$ cat src/rtl/basicparams_pkg.sv
// Shared definitions for the cache arbiter: FSM state encoding and grant encoding.
package basicparams;

    typedef enum logic [1:0] {
        IDLE   = 2'd0,
        WAIT_I = 2'd1,
        WAIT_D = 2'd2,
        DRAIN  = 2'd3
    } ArbState;

    localparam logic GRANT_I = 1'b0;
    localparam logic GRANT_D = 1'b1;

endpackage

$ cat src/rtl/cache_arbiter.sv
// Two-port (instruction/data) arbiter onto one memory port with a single outstanding
// transaction; killed instruction fetches have their response swallowed in DRAIN.
module cache_arbiter
    import basicparams::*;
#(
    parameter int unsigned DATA_FIRST = 0
) (
    input  logic        clk,
    input  logic        rst_n,

    input  logic        i_valid,
    output logic        i_ready,
    input  logic [31:0] i_addr,
    input  logic        i_wen,
    input  logic [31:0] i_wdata,
    input  logic        i_kill,
    output logic        i_resp_valid,
    output logic [31:0] i_resp_rdata,

    input  logic        d_valid,
    output logic        d_ready,
    input  logic [31:0] d_addr,
    input  logic        d_wen,
    input  logic [31:0] d_wdata,
    output logic        d_resp_valid,
    output logic [31:0] d_resp_rdata,

    output logic        m_valid,
    input  logic        m_ready,
    output logic [31:0] m_addr,
    output logic        m_wen,
    output logic [31:0] m_wdata,
    input  logic        m_resp_valid,
    input  logic [31:0] m_resp_rdata
);

    ArbState state_reg;
    ArbState state_next;
    logic    last_grant_reg;
    logic    last_grant_next;

    logic    free;
    logic    i_elig;
    logic    d_elig;
    logic    grant;
    logic    accept;

    // On a tie, round-robin favours the side that did not win last time.
    function automatic logic select_grant(input logic inst_ok,
                                          input logic data_ok,
                                          input logic last);
        logic g;
        g = GRANT_I;
        if (data_ok && !inst_ok) begin
            g = GRANT_D;
        end else if (data_ok && inst_ok) begin
            if (DATA_FIRST != 0) begin
                g = GRANT_D;
            end else begin
                g = (last == GRANT_D) ? GRANT_I : GRANT_D;
            end
        end
        return g;
    endfunction

    assign free   = (state_reg == IDLE) || m_resp_valid;
    assign i_elig = i_valid && !i_kill;
    assign d_elig = d_valid;
    assign grant  = select_grant(i_elig, d_elig, last_grant_reg);

    assign m_valid = free && (i_elig || d_elig);
    assign accept  = m_valid && m_ready;

    assign m_addr  = !m_valid ? 32'd0 : (grant == GRANT_D) ? d_addr  : i_addr;
    assign m_wen   = !m_valid ? 1'b0  : (grant == GRANT_D) ? d_wen   : i_wen;
    assign m_wdata = !m_valid ? 32'd0 : (grant == GRANT_D) ? d_wdata : i_wdata;

    assign i_ready = accept && (grant == GRANT_I);
    assign d_ready = accept && (grant == GRANT_D);

    // Responses bypass straight through; a kill in the response cycle suppresses it.
    assign i_resp_valid = (state_reg == WAIT_I) && m_resp_valid && !i_kill;
    assign d_resp_valid = (state_reg == WAIT_D) && m_resp_valid;
    assign i_resp_rdata = i_resp_valid ? m_resp_rdata : 32'd0;
    assign d_resp_rdata = d_resp_valid ? m_resp_rdata : 32'd0;

    always_comb begin
        state_next      = state_reg;
        last_grant_next = last_grant_reg;
        if (accept) begin
            state_next      = (grant == GRANT_D) ? WAIT_D : WAIT_I;
            last_grant_next = grant;
        end else if (free) begin
            state_next = IDLE;
        end else if ((state_reg == WAIT_I) && i_kill) begin
            state_next = DRAIN;
        end
    end

    always_ff @(posedge clk or negedge rst_n) begin
        if (!rst_n) begin
            state_reg      <= IDLE;
            last_grant_reg <= GRANT_D;
        end else begin
            state_reg      <= state_next;
            last_grant_reg <= last_grant_next;
        end
    end

endmodule
$ cat config.mk
export PLATFORM = sky130hd
export DESIGN_NAME = cache_arbiter
export DESIGN_NICKNAME = d
export VERILOG_FILES = /design/src/rtl/basicparams_pkg.sv /design/src/rtl/cache_arbiter.sv
export SDC_FILE = /design/constraint.sdc
export NUM_CORES = 1
export LEC_CHECK = 0
export ABC_AREA = 1
export BUFFER_PORTS_ARGS = -buffer_cell sky130_fd_sc_hd__buf_2
export CORE_AREA = 2 2 118 120
export DETAILED_ROUTE_END_ITERATION = 12
export DIE_AREA = 0 0 120 122
export GPL_ROUTABILITY_DRIVEN = 0
export RECOVER_POWER = 50
export SYNTH_ARGS = -nofsm -noshare
export SYNTH_HDL_FRONTEND = slang
export SYNTH_SLANG_ARGS = --single-unit
$ cat constraint.sdc
create_clock -name clk -period 2.4 [get_ports clk]
set_input_delay 0.24 -clock clk [delete_from_list [all_inputs] [get_ports clk]]
set_output_delay 0.24 -clock clk [all_outputs]
set_load 0.01 [all_outputs]
# Yosys cells after proc, flatten, opt, wreduce, memory -nomap -nowiden
# Index checks and enable logic that the tools add are counted.
[classes] eq_ne=2 muxes=15 n_reduce_logical=17 n_bitwise=1
[op_table] cell="$mux W32" n=6
[op_table] cell="$logic_and A1 B1 Y1" n=11
[op_table] cell="$mux W2" n=4
[op_table] cell="$mux W1" n=5
[op_table] cell="$reduce_bool A3 Y1" n=1
[op_table] cell="$eq A2 B1 Y1 const B" n=1
[op_table] cell="$eq A2 B2 Y1 const B" n=1
[op_table] cell="$logic_not A1 Y1" n=2
[op_table] cell="$logic_not A2 Y1" n=1
[op_table] cell="$logic_or A1 B1 Y1" n=2
[op_table] cell="$not A1 Y1" n=1
[totals] output_inout_bits=134 ff_bits=3

# Longest topological paths before layout
[depth] depth_word=7 ltp_mapped=9 mapped_depth_nobuf=7

# Least setup slack after synthesis
# No wires, ideal clock.
[synth_timing] path_kind="register to output" from="reg last_grant_reg" to="out m_addr[23]" required_time_ps=2160 path_stages_with_launch=7 arrival_time_ps=1173 path_buffers=2 setup_slack_ps=987 path_cell_list="dfstp_2 -> nand3_2 -> nand2_2 -> buf_6 -> buf_4 -> o21ai_2 -> nor2_2"
[synth_via] elab_chain_cells=5
[synth_rtl] item="start, declared" line="cache_arbiter.sv:39" rtl="logic last_grant_reg;"
[synth_rtl] item="start signal, assigned" line="cache_arbiter.sv:106" rtl="last_grant_reg <= last_grant_next;"
[synth_rtl] item="$mux W1" line="cache_arbiter.sv:60" rtl="g = (last == GRANT_D) ? GRANT_I : GRANT_D;"
[synth_rtl] item="$mux W1" line="cache_arbiter.sv:56" rtl="end else if (data_ok && inst_ok) begin"
[synth_rtl] item="$mux W1" line="cache_arbiter.sv:54" rtl="if (data_ok && !inst_ok) begin"
[synth_rtl] item="$mux W32 (2 in series)" line="cache_arbiter.sv:74" rtl="assign m_addr = !m_valid ? 32'd0 : (grant == GRANT_D) ? d_addr : i_addr;"
[synth_rtl] item="end, declared" line="cache_arbiter.sv:30" rtl="output logic [31:0] m_addr,"
# No other way between the ends.

# Worst setup path in the final report
[layout_timing] from="reg last_grant_reg" to="out m_addr[24]"
# The elaborated chain is that of the path after synthesis.

==> summary.md <==
| Metric | Value |
|---|---|
| Worst-Margin Slew | between 1000 and 1500 ps |
| First-pass GRT wire length | 12000 um |
| Vias | between 3000 and 4000 |
| FFs w/ async S/R, synth | 1.00 |
| Critical Path AT | just under 2000 ps |
| DR WL/cell | between 10 and 15 um |
| Yosys warnings | 0 |
| Commonest non-fill, non-tap cell in the layout | buf_2 |
| Setup tns final | 0 ps |
| Max Fclk | 0.451 GHz |
| Clk sink count | 3 |
| PwrDens | 348 nW/um2 |
| CTS tree | yes |
| CTS Hold Buffers Added | 1 |
| Max reg flops | 2 |
| Layout Skew | between 1 and 1.5 ps |
| Initial cell density of the core | 0.139 |
| Static Leak | 0.00198 uW |
| Number of enable flip-flop cells after synthesis | 0 |
| Area Growth Syn to Fin | 83.5% |
| Die height | 122 um |
| Share of cells above drive strength 1 | 0.534 |
| Row count | 43 |
| Data required, critical path | around 2200 ps |
| Antenna cell count | 0 |
| Clk pin slew, worst setup/hold paths | 30 ps |
| Minimum clock period | between 2000 and 2500 ps |
| Pre-Repair DR Iteration Count | 4 |
| Iteration-0 DRC Markers | 130 |
| Routed wire length | between 8000 and 9000 um |
| PortBufs | roughly 300 |
| Period utilization | 0.924 |
| CTS H-tree depth | 1 |
| Number of global-route vias before repair | 2473 |
| RSZ-0062 raised after global routing | no |
| CP endpoint kind | output port |
| Final Hold Fails | 0 |
| Max transition margin | 0.228 |
| DP Area | 3440 um2 |
| Core box area | 13500 um2 |
| Synth Area per Inst | approximately 5.4 um2 |
| NumNets Final | 805 |
| Slew Viols, Final | 0 |
| Initial antenna violation count | 0 |
| Post-route DRC | 0 |
| Die area | 14600 um2 |
| Width of the die | about 120 um |
| Setup repair bufs after CTS | 0 |
| Clock buffer depth | 2 |
| Place WS | 324 ps |
| PostCTS Resize Cnt | 0 |
| Mapped cell area | 1880 um2 |
| Root buf cell | clkbuf_16 |
| Commonest register cell after synthesis | dfrtp_1 |
| Non-Filler Cell Area, Final | 3450 um2 |
| Maximum fanout along the worst path | 67 |
| Synthesized flop and latch total | 3 |
| CP Class | flip-flop to output port |
| Sequential-to-total area share from yosys stat | 0.0406 |
| Clock Latency Late Sink | 220 ps |
| Worst hold slack | 258 ps |
| Largest net degree at the start of global routing | 68 |
| Max-cap violations | 0 |
| Grt total ovfl | 0 |
| Commonest non-fill, non-tap cells in the layout | buf_2 (242), nor2_1 (159), clkbuf_1 (61), o21ai_2 (40), nor2_2 (39) |
| Total global-route track usage | 0.0983 |
| Endpoints failing setup | 0 |
| Final HPWL from detailed placement | about 6800 um |
| Status | finished, final reports clean |
| Distinct cell type count after synthesis | 21 |
| Final setup margin | 184 ps |
| Critical Path Source Type | flip-flop |
| Hold Crit Class | input pin to flip-flop |
| Mapped Cells | 349 |
| Vias per inst | 3.77 |
| Syn nets | 518 |
| TritonCTS Buffers | 3 |
| Maximum vdd drop | 216 uV |
| Antenna-violating nets left | 0 |
| I/O Pins | 303 |
-- critical path: stages (launching register included) --
cell     delay [ps]
dfstp_2         360
nand3_2          80
nand2_4          60
inv_2           800
nor2_1          130
nor2_2          140
buf_2           130
-- report_power, final --
part           switching [uW]  internal (uW)
Sequential               8.68           62.2
Clock                    47.1            219
Combinational             504            359
Total                     560            641
-- area by class of cell --
type / instances / area, um2
Sequential cell: 3 / 76.3
Multi-Input combinational cell: 277 / 1400
Inverter: 42 / 158
Clock buffer: 4 / 78.8
Fill cell: 1560 / 10100
Tap cell: 180 / 225
Timing Repair Buffer: 309 / 1520
-- synthesized netlist by cell type, types with 2 or more instances --
cell type / number / area share
nor2_1: 159 / 0.32
o21ai_2: 40 / 0.19
nor2_2: 39 / 0.13
inv_1: 35 / 0.070
o21ai_0: 27 / 0.072
buf_2: 11 / 0.029
inv_2: 7 / 0.014
buf_12: 5 / 0.053
buf_6: 5 / 0.030
nand2_1: 5 / 0.010
buf_4: 3 / 0.012
clkbuf_1: 2 / 0.0040
dfrtp_1: 2 / 0.027
nor3_2: 2 / 0.011
-- path summary, 6_finish.rpt --
| kind | from | endpoint | slack, ps | cells after the start |
|---|---|---|---|---|
| worst max-delay path | last_grant_reg | m_addr[24] | 180 | 6 |
| worst min-delay path | m_resp_valid | state_reg[0] | 260 | 2 |
| worst max register to register | last_grant_reg | state_reg[0] | 710 | 4 |
| worst min register to register | last_grant_reg | last_grant_reg | 500 | 2 |
| max in group asynchronous | rst_n | last_grant_reg | 1770 | 2 |
| min in group asynchronous | rst_n | state_reg[0] | 390 | 2 |
-- per-stage QoR --
stage | power (uW) | instances | util
after floorplan | 616 | 349 | -
after global placement | 946 | 810 | 0.255
after CTS | 1220 | 815 | 0.262
after global routing | 1300 | 815 | 0.256
final | 1200 | 815 | 0.256
after detailed placement | 946 | 810 | 0.255
-- per-layer routing --
| layer | up-vias | track usage | part of all wire |
|---|---|---|---|
| met2 | 135 | 0.168 | 0.48 |
| li1 | 1626 | - | - |
| met1 | 1313 | 0.135 | 0.45 |
| met4 | 0 | 0.00882 | 0.00093 |
| met5 | - | 0 | 0 |
| met3 | 2 | 0.0159 | 0.073 |
-- cell families (layout without fill, tap and decap cells) --
| logic type | after synthesis | in the layout | share of synthesized area |
|---|---|---|---|
| buffers and inverters | 69 | 355 | 0.216 |
| and+or+nand+nor | 209 | 209 | 0.482 |
| AOI/OAI and AO/OA | 68 | 68 | 0.261 |
| DFF | 3 | 3 | 0.0406 |
Note: power is estimated with default switching activity, not from simulation.
